File: config.mk
export PLATFORM = sky130hd
export DESIGN_NAME = fir_pipe
export DESIGN_NICKNAME = d
export VERILOG_FILES = /design/src/rtl/fir_pkg.sv /design/src/rtl/fir_delay_bank.sv /design/src/rtl/fir_pipe.sv
export SDC_FILE = /design/constraint.sdc
export NUM_CORES = 1
export LEC_CHECK = 0
export ABC_AREA = 1
export CAP_MARGIN = 5
export CORE_MARGIN = 1.5
export CORE_UTILIZATION = 60
export CTS_CLUSTER_SIZE = 12
export DETAILED_ROUTE_END_ITERATION = 7
export PLACE_DENSITY = 0.78
export SYNTH_ARGS = -nofsm -noshare
export SYNTH_HDL_FRONTEND = slang
export SYNTH_SLANG_ARGS = --single-unit
File: constraint.sdc
create_clock -name clk -period 10.4 [get_ports clk]
set_clock_uncertainty 0.2 [all_clocks]
set_input_delay 2.08 -clock clk [delete_from_list [all_inputs] [get_ports clk]]
set_output_delay 2.08 -clock clk [all_outputs]
set_load 0.005 [all_outputs]
File: src/rtl/fir_pkg.sv
`default_nettype none
// ============================================================================
// fir_pkg : width helpers and shared round/limit arithmetic for MSO filters.
// Rev 1.0
// ============================================================================
package fir_pkg;

    localparam int ARITH_W = 64;

    typedef logic signed [ARITH_W-1:0] arith_t;

    typedef struct packed {
        logic   ovf;
        arith_t value;
    } limit_t;

    function automatic int clog2(input int n);
        int r;
        int v;
        r = 0;
        v = n - 1;
        while (v > 0) begin
            r++;
            v = v >> 1;
        end
        return r;
    endfunction

    function automatic int prod_width(input int dw, input int cw);
        return dw + cw;
    endfunction

    function automatic int acc_width(input int dw, input int cw, input int taps);
        return dw + cw + clog2(taps);
    endfunction

    // Round-half-up: bias by half an output LSB, then arithmetic shift.
    function automatic arith_t round_shift(input arith_t acc, input int shift);
        if (shift > 0) begin
            return (acc + (arith_t'(1) <<< (shift - 1))) >>> shift;
        end
        return acc;
    endfunction

    function automatic limit_t saturate(input arith_t y, input int width);
        limit_t res;
        arith_t max_v;
        arith_t min_v;
        max_v     = (arith_t'(1) <<< (width - 1)) - arith_t'(1);
        min_v     = -max_v - arith_t'(1);
        res.ovf   = 1'b0;
        res.value = y;
        if (y > max_v) begin
            res.ovf   = 1'b1;
            res.value = max_v;
        end else if (y < min_v) begin
            res.ovf   = 1'b1;
            res.value = min_v;
        end
        return res;
    endfunction

endpackage
`default_nettype wire

File: src/rtl/fir_delay_bank.sv
`default_nettype none
// ============================================================================
// fir_delay_bank : NUM_CH x NUM_TAPS sample history, per-channel shift, global flush.
// Rev 1.0
// ============================================================================
module fir_delay_bank
    import fir_pkg::*;
#(
    parameter int DATA_WIDTH = 16,
    parameter int NUM_TAPS   = 4,
    parameter int NUM_CH     = 1
) (
    input  logic                                         clk,
    input  logic                                         rst_n,
    input  logic                                         shift_en,
    input  logic [((NUM_CH > 1) ? clog2(NUM_CH) : 1)-1:0] wr_ch,
    input  logic [DATA_WIDTH-1:0]                        data_in,
    input  logic                                         flush,
    input  logic [((NUM_CH > 1) ? clog2(NUM_CH) : 1)-1:0] rd_ch,
    output logic [NUM_TAPS-1:0][DATA_WIDTH-1:0]          rd_taps
);
    localparam int CH_W = (NUM_CH > 1) ? clog2(NUM_CH) : 1;

    logic [NUM_TAPS-1:0][DATA_WIDTH-1:0] r_line [NUM_CH];

    // A flush coinciding with a shift leaves only the new sample in that line.
    always_ff @(posedge clk or negedge rst_n) begin
        if (!rst_n) begin
            for (int c = 0; c < NUM_CH; c++) begin
                r_line[c] <= '0;
            end
        end else begin
            for (int c = 0; c < NUM_CH; c++) begin
                if (shift_en && (wr_ch == CH_W'(c))) begin
                    r_line[c][0] <= data_in;
                    for (int t = 1; t < NUM_TAPS; t++) begin
                        r_line[c][t] <= flush ? '0 : r_line[c][t-1];
                    end
                end else if (flush) begin
                    r_line[c] <= '0;
                end
            end
        end
    end

    always_comb begin
        rd_taps = '0;
        for (int c = 0; c < NUM_CH; c++) begin
            if (rd_ch == CH_W'(c)) begin
                rd_taps = r_line[c];
            end
        end
    end

endmodule
`default_nettype wire

File: src/rtl/fir_pipe.sv
`default_nettype none
// ============================================================================
// fir_pipe : 3-stage multi-channel FIR with double-buffered coefficients.
// Build option FIR_SAT_EN: clamp out-of-range results and flag ovf.
// Rev 1.0
// ============================================================================
module fir_pipe
    import fir_pkg::*;
#(
    parameter int DATA_WIDTH  = 16,
    parameter int COEFF_WIDTH = 8,
    parameter int NUM_TAPS    = 4,
    parameter int NUM_CH      = 1,
    parameter int OUT_SHIFT   = 0
) (
    input  logic                                          clk,
    input  logic                                          rst_n,
    input  logic                                          in_valid,
    input  logic                                          in_first,
    input  logic signed [DATA_WIDTH-1:0]                  data_in,
    input  logic                                          flush,
    input  logic                                          coeff_we,
    input  logic [clog2(NUM_TAPS)-1:0]                    coeff_addr,
    input  logic signed [COEFF_WIDTH-1:0]                 coeff_data,
    input  logic                                          coeff_commit,
    output logic                                          out_valid,
    output logic [((NUM_CH > 1) ? clog2(NUM_CH) : 1)-1:0] out_ch,
    output logic signed [DATA_WIDTH-1:0]                  data_out,
    output logic                                          ovf
);
    localparam int PROD_W = prod_width(DATA_WIDTH, COEFF_WIDTH);
    localparam int ACC_W  = acc_width(DATA_WIDTH, COEFF_WIDTH, NUM_TAPS);
    localparam int CH_W   = (NUM_CH > 1) ? clog2(NUM_CH) : 1;

    logic [NUM_TAPS-1:0][COEFF_WIDTH-1:0] r_shadow, r_active, r_s1_coef;
    logic [NUM_TAPS-1:0][DATA_WIDTH-1:0]  w_taps;
    logic [CH_W-1:0]                      r_ch_cnt, w_ch_sel, w_ch_next, r_s1_ch, r_s2_ch;
    logic                                 r_s1_valid, r_s2_valid;
    logic signed [PROD_W-1:0]             r_prod [NUM_TAPS];
    logic signed [ACC_W-1:0]              w_acc;
    arith_t                               w_y;
    logic [DATA_WIDTH-1:0]                w_out;
    logic                                 w_ovf;
    logic                                 w_unused;

    always_comb begin
        w_ch_sel  = in_first ? '0 : r_ch_cnt;
        w_ch_next = (w_ch_sel == CH_W'(NUM_CH - 1)) ? '0 : w_ch_sel + CH_W'(1);
    end

    // A commit copies the pre-edge shadow, so a same-cycle write stays pending.
    always_ff @(posedge clk or negedge rst_n) begin
        if (!rst_n) begin
            r_shadow <= '0;
            r_active <= '0;
        end else begin
            if (coeff_we)     r_shadow[coeff_addr] <= coeff_data;
            if (coeff_commit) r_active <= r_shadow;
        end
    end

    // S1 snapshots the active bank so a sample on a commit edge keeps the old set.
    always_ff @(posedge clk or negedge rst_n) begin
        if (!rst_n) begin
            r_ch_cnt   <= '0;
            r_s1_valid <= 1'b0;
            r_s1_ch    <= '0;
            r_s1_coef  <= '0;
        end else begin
            r_s1_valid <= in_valid;
            if (in_valid) begin
                r_ch_cnt  <= w_ch_next;
                r_s1_ch   <= w_ch_sel;
                r_s1_coef <= r_active;
            end
        end
    end

    fir_delay_bank #(
        .DATA_WIDTH (DATA_WIDTH),
        .NUM_TAPS   (NUM_TAPS),
        .NUM_CH     (NUM_CH)
    ) u_bank (
        .clk      (clk),
        .rst_n    (rst_n),
        .shift_en (in_valid),
        .wr_ch    (w_ch_sel),
        .data_in  (data_in),
        .flush    (flush),
        .rd_ch    (r_s1_ch),
        .rd_taps  (w_taps)
    );

    always_ff @(posedge clk or negedge rst_n) begin
        if (!rst_n) begin
            r_s2_valid <= 1'b0;
            r_s2_ch    <= '0;
            for (int i = 0; i < NUM_TAPS; i++) begin
                r_prod[i] <= '0;
            end
        end else begin
            r_s2_valid <= r_s1_valid;
            if (r_s1_valid) begin
                r_s2_ch <= r_s1_ch;
                for (int i = 0; i < NUM_TAPS; i++) begin
                    r_prod[i] <= PROD_W'($signed(w_taps[i])) * PROD_W'($signed(r_s1_coef[i]));
                end
            end
        end
    end

    always_comb begin
        w_acc = '0;
        for (int i = 0; i < NUM_TAPS; i++) begin
            w_acc = w_acc + ACC_W'(r_prod[i]);
        end
        w_y = round_shift(arith_t'(w_acc), OUT_SHIFT);
    end

`ifdef FIR_SAT_EN
    limit_t w_lim;
    always_comb begin
        w_lim    = saturate(w_y, DATA_WIDTH);
        w_out    = w_lim.value[DATA_WIDTH-1:0];
        w_ovf    = w_lim.ovf;
        w_unused = ^w_lim.value[ARITH_W-1:DATA_WIDTH];
    end
`else
    always_comb begin
        w_out    = w_y[DATA_WIDTH-1:0];
        w_ovf    = 1'b0;
        w_unused = ^w_y[ARITH_W-1:DATA_WIDTH];
    end
`endif

    always_ff @(posedge clk or negedge rst_n) begin
        if (!rst_n) begin
            out_valid <= 1'b0;
            out_ch    <= '0;
            data_out  <= '0;
            ovf       <= 1'b0;
        end else begin
            out_valid <= r_s2_valid;
            if (r_s2_valid) begin
                out_ch   <= r_s2_ch;
                data_out <= w_out;
                ovf      <= w_ovf;
            end
        end
    end

endmodule
`default_nettype wire

==> flow_metrics.tcl, run 1 <==
set metrics [dict create \
    status "finished, final reports clean" \
    crit_chain "nand2_1 > fa_1 > fa_1 > inv_1 > fa_1 > inv_1 > fa_1 > inv_1 > ha_1 > a21oi_1 > nand2_1 > nand2_1 > o2111ai_1 > xor2_1 > o21ai_0" \
    met2_usage 0.482 \
    grt_usage 0.277 \
    n_antenna_cell 0 \
    dr.first_iter.drc_count 1179 \
    core_area_um2 38600 \
    fill_cells 3327 \
    final_cell_mix "inv_1 (806), nand2_1 (789), fa_1 (274)" \
    max_cap_viol_count 0 \
    yosys-top-cells-area "dfrtp_1 (26%), fa_1 (23%), inv_1 (13%), nand2_1 (13%), ha_1 (8.1%)" \
    fp.dieW_um 201 \
    grt_pass1_vias 18900 \
    cts_tree "done" \
    avgSynthCellArea_um2 7.79 \
    use_met3 0.0338 \
    final_common_cell "inv_1" \
    hp-class "flop to flop" \
    post-route-period-util 0.471 \
    synth_cell_types 44 \
    busiest_layer "met2" \
    crit_path_frequent_cell "fa_1" \
    gp_congestion 0.883 \
    slew_violations 0 \
    endpoint_kind "flop" \
    vdd_drop_max_v 0.000161 \
    crit_cells 15 \
    drt-total-wl_um 52700 \
    dpl_cell_area_um2 24000 \
    power_density_nw_per_um2 171 \
    required_ns 10.60 \
    grt.overflow.total 0 \
    start_util 0.608 \
    drive_above_1_share 0.0388 \
    cts-root-buf "clkbuf_16" \
    worst_path_max_delay_cell "dfrtp_1" \
    multi_input_area_um2 13600 \
    via_count 18200 \
    grt_pass1_wl_um 91200 \
    cts_resized 0 \
    cp_top_family "adder cells" \
    io_pins 52 \
    row_count 72 \
    regToRegSetupSlack_ns 5.50 \
    p_leak_nw 14.7 \
    cp_num_buf_inv 3 \
    whs_path_depth 2 \
    cts_made_buffers 28 \
    path_class "flop to flop" \
    portBuffers 48 \
    timing.hold.ws_ns 0.275 \
    first_pass_iters 5 \
    crit_path_start_kind "flop" \
    drtAntennaViolNets 0 \
    synth.ff_latch_count 243 \
    yosys_warnings 0 \
    max_slew_margin 0.371 \
    htree_levels 1 \
    critPathMaxFanout 16 \
    r2r_cells 15 \
    hold_viol 0 \
    post_cts_buffers 0 \
    setup_tns_ns 0 \
    final-seq-area_um2 6080 \
    cts.path.max_buffers 3 \
    insertion_delay_ns 0.60 \
    critical-path-max-stage-delay_ns 0.78 \
    drc_errors 0 \
    holdBufCountCts 0 \
    vias_per_cell 5.18 \
    clkTransAtPathRegs_ns 0.06 \
    setup_viol 0 \
    dp_hpwl_um 41600 \
    grt_max_degree 111 \
    seq_area_frac_synth 0.260 \
    die_h_um 201 \
    arrival_ns 5.10 \
    areaGrowthSynthToFinish_pct 6.51 \
    finalCriticalPeriod_ns 4.90 \
    die-area_um2 40200 \
    rsz0062_at_grt "false" \
    routedWlPerCell_um 15.0 \
    yosys.area.top_type_share 0.260 \
    grtUsageMet1 0.364 \
    yosysTopAreaCell "dfrtp_1" \
    fin_nets 3426 \
    antenna_found_initial 0 \
    fmax_mhz 204 \
    design_area_um2 25000 \
    clock-sinks 243 \
    worstMarginPinSlew_ns 0.943 \
    synth_area_um2 23400 \
    syn-instance-count 3007 \
]
path summary, 6_finish.rpt:
path	from	endpoint
max in group asynchronous	rst_n	r_shadow[31]
min in group asynchronous	rst_n	r_prod[86]
setup / recovery	r_s1_coef[8]	r_prod[60]
hold reg to reg	data_out[10]	data_out[10]
setup reg to reg	r_s1_coef[8]	r_prod[60]
hold / removal	data_out[10]	data_out[10]
worst min-delay path, delay by kind of cell (launching register included):
kind | cells | cell delay [ns]
flip-flops | 1 | 0.34
AND/OR/NAND/NOR | 2 | 0.10
cell usage after synthesis, drive strengths merged:
master and instances:
o21ai 172, inv 824, nand3b 6, nor2 85, xnor2 13, clkinv 5
or2 9, conb 1, xor2 20, a21oi 48, o21bai 6, fa 274
a21boi 1, ha 151, a21o 6, nor3 12, nand4 13, mux2 7
dfrtp 243, o21a 2, nand2 814, o211ai 1, o22ai 35, nand3 108
a31oi 19, o31ai 5, clkbuf 93, o2111ai 1, buf 33
metal layers:
layer  vias up  part of all wire
met5         -                 0
met4         0             0.036
met3       105             0.051
met2       538              0.48
met1      8783              0.43
li1       8732                 -
logic make-up after synthesis:
family	count (synthesis)	share of synthesized area
multiplexers	7	0.00337
buffers and inverters	955	0.159
adder cells (fa/ha/maj)	425	0.315
flip-flops	243	0.260
AO/OA/AOI/OAI	296	0.0695
XOR/XNOR	33	0.0123
other	1	0.000160
AND/OR/NAND/NOR	1047	0.181
sequential cells by signal, summed over array words and instances (netlist names):
signal,flops
r_s1_coef,32
r_shadow,32
r_prod,64
data_out,16
r_s1_valid,1
out_valid,1
u_bank.r_line,64
r_active,32
r_s2_valid,1
final cells by class:
| type | count | share of cell area |
|---|---|---|
| Multi-Input combinational cell | 1810 | 0.546 |
| Sequential cell | 243 | 0.244 |
| Inverter | 829 | 0.125 |
| Clock buffer | 39 | 0.0317 |
| Tap cell | 518 | 0.0260 |
| Timing Repair Buffer | 56 | 0.0219 |
| Clock inverter | 11 | 0.00567 |
metrics by stage:
step,setup WS [ns],std cells,total power [mW],util
after floorplan,6.08,3008,2.72,-
after global placement,5.66,3456,3.20,0.623
after detailed placement,5.58,3456,3.27,0.623
after CTS,5.53,3506,4.28,0.647
after global routing,5.24,3506,4.65,0.647
final,5.50,3506,4.27,0.647
power breakdown:
group	switching (mW)	total (mW)	internal (mW)
clock network	0.412	0.994	0.582
logic	1.14	1.92	0.773
registers	0.242	1.36	1.11
total	1.80	4.27	2.47
No activity file was read; power rests on OpenSTA's default activity.
==> run 2, diff against run 1 <==
==> constraint.sdc (replaced) <==
create_clock -name clk -period 5.1 [get_ports clk]
set_clock_uncertainty 0.2 [all_clocks]
set_input_delay 1.02 -clock clk [delete_from_list [all_inputs] [get_ports clk]]
set_output_delay 1.02 -clock clk [all_outputs]
set_load 0.005 [all_outputs]
==> run 2 against run 1 <==
Sequential power rose by 100%. Worst hold slack barely moved. Utilization rose by 0.15 points. Global-route usage rose by 0.15 points. Design area rose by 0.23%. Flip-flop and latch count did not move. Total power rose by 100%. Combinational power rose by 110%. Final cell count rose by 0.29%. Critical path type unchanged.
==> flow_metrics.tcl, run 2 (synthesis gave the netlist of run 1 again) <==
set metrics [dict create \
    clkTransAtPathRegs_ns 0.06 \
    setup_tns_ns 0 \
    core_area_um2 38600 \
    first_pass_iters 7 \
    n_antenna_cell 0 \
    final_common_cell "inv_1" \
    portBuffers 48 \
    grt_usage 0.279 \
    swShare 0.421 \
    via_count 18300 \
    worstMarginPinSlew_ns 1.10 \
    clock-sinks 243 \
    grt_pass1_wl_um 91200 \
    antenna_found_initial 0 \
    critPathMaxFanout 15 \
    p_total_mw 8.66 \
    arrival_ns 4.94 \
    drive_above_1_share 0.0420 \
    regToRegSetupSlack_ns 0.37 \
    endpoint_kind "flop" \
    power.share.clock 0.227 \
    start_util 0.608 \
    rsz0062_at_grt "false" \
    dr.first_iter.drc_count 1378 \
    r2r-end "r_prod[36]" \
    areaGrowthSynthToFinish_pct 6.75 \
    seqPwrFrac 0.316 \
    reg_top3 "r_prod (64), u_bank.r_line (64)" \
    routedWlPerCell_um 15.2 \
    post_cts_buffers 0 \
    vias_per_cell 5.19 \
    required_ns 5.31 \
    crit_path_start_kind "flop" \
    row_count 72 \
    hp-class "flop to flop" \
    io_pins 52 \
    post-route-period-util 0.928 \
    worst_slack_ns 0.369 \
    max_cap_viol_count 0 \
    crit_chain "nand2_1 > fa_1 > fa_1 > inv_1 > fa_1 > inv_1 > fa_1 > inv_1 > ha_1 > a21oi_1 > o21ai_1 > nor2_1 > nor2_1 > nor2_1 > xor2_1 > o21ai_1" \
    vdd_drop_max_v 0.000303 \
    insertion_delay_ns 0.57 \
    setup_viol 0 \
    p_switching_mw 3.64 \
    whs_path_depth 2 \
    cts.path.max_buffers 3 \
    comb_power_share 0.457 \
    min_from "data_out[1]" \
    grt_pass1_vias 18900 \
    cts_made_buffers 27 \
    gp_congestion 0.906 \
    dpl_cell_area_um2 24100 \
    path_class "flop to flop" \
    die_h_um 201 \
    dp_hpwl_um 42900 \
    place_inst 3471 \
    cts_resized 0 \
    max_slew_margin 0.265 \
    cts-root-buf "clkbuf_16" \
    status "finished, final reports clean" \
    fin_nets 3440 \
    p_int_mw 5.02 \
    drc_errors 0 \
    hold_viol 0 \
    holdBufCountCts 0 \
    final_cell_mix "inv_1 (806), nand2_1 (789), fa_1 (274)" \
    reg2reg_from "r_s1_coef[18]" \
    fin_cells 3516 \
    r2r_cells 16 \
    cts_tree "done" \
    min_to "data_out[1]" \
    fmax_mhz 211 \
    critical-path-max-stage-delay_ns 0.77 \
    grt.overflow.total 0 \
    drtAntennaViolNets 0 \
    grt_max_degree 118 \
    die-area_um2 40200 \
    slew_violations 0 \
    design_area_um2 25000 \
    htree_levels 1 \
    crit_path_frequent_cell "fa_1" \
    place_ws_ns 0.431 \
    worst_path_max_delay_cell "dfrtp_1" \
    fp.dieW_um 201 \
    finalCriticalPeriod_ns 4.73 \
    power_density_nw_per_um2 346 \
    drt-total-wl_um 53500 \
    p_leak_nw 14.8 \
]
==> run 2: worst max-delay path, delay by kind of cell (launching register included) <==
kind | cells | cell delay (ns)
AND/OR/NAND/NOR | 4 | 0.51
buffers and inverters | 3 | 0.15
AO/OA/AOI/OAI | 3 | 0.39
adder cells (fa/ha/maj) | 5 | 2.38
flip-flops | 1 | 0.77
XOR/XNOR | 1 | 0.17
==> run 2: final cells by class <==
type	count	area, um2
Multi-Input combinational cell	1810	13600
Inverter	829	3120
Tap cell	518	648
Fill cell	3353	13600
Sequential cell	243	6080
Clock buffer	38	767
Timing Repair Buffer	71	658
Clock inverter	7	110
==> run 2: routing by layer <==
layer  GRT usage  wire (um)  part of all wire
met5           0          0                 0
met4       0.107       2220             0.041
met3      0.0352       3130             0.058
met2       0.473      25500              0.48
met1       0.368      22700              0.42
==> run 2: power by group through the flow <==
stage | Combinational (mW) | Sequential, mW | Clock, mW
6_report | 3.95 | 2.73 | 1.97
5_1_grt | 4.62 | 2.77 | 2.07
4_1_cts | 3.97 | 2.72 | 2.01
3_5_place_dp | 3.95 | 2.76 | 0
3_3_place_gp | 3.82 | 2.74 | 0
2_1_floorplan | 3.05 | 2.50 | 0
==> run 2: worst max-delay path by stage <==
stage                        from          to  slack, ns  depth (start not counted)
floorplan            r_s1_coef[0]  r_prod[84]       0.78                         18
global placement    r_s1_coef[26]  r_prod[15]       0.53                         18
detailed placement  r_s1_coef[18]  r_prod[36]       0.43                         16
CTS                 r_s1_coef[18]  r_prod[36]       0.40                         16
global route        r_s1_coef[18]  r_prod[36]       0.15                         16
finish              r_s1_coef[18]  r_prod[36]       0.37                         16
==> run 2: per-stage QoR <==
stage,util,hold WS [ns]
floorplan,-,0.188
global placement,0.626,0.256
detailed placement,0.626,0.262
CTS,0.649,0.277
global route,0.649,0.293
finish,0.649,0.276
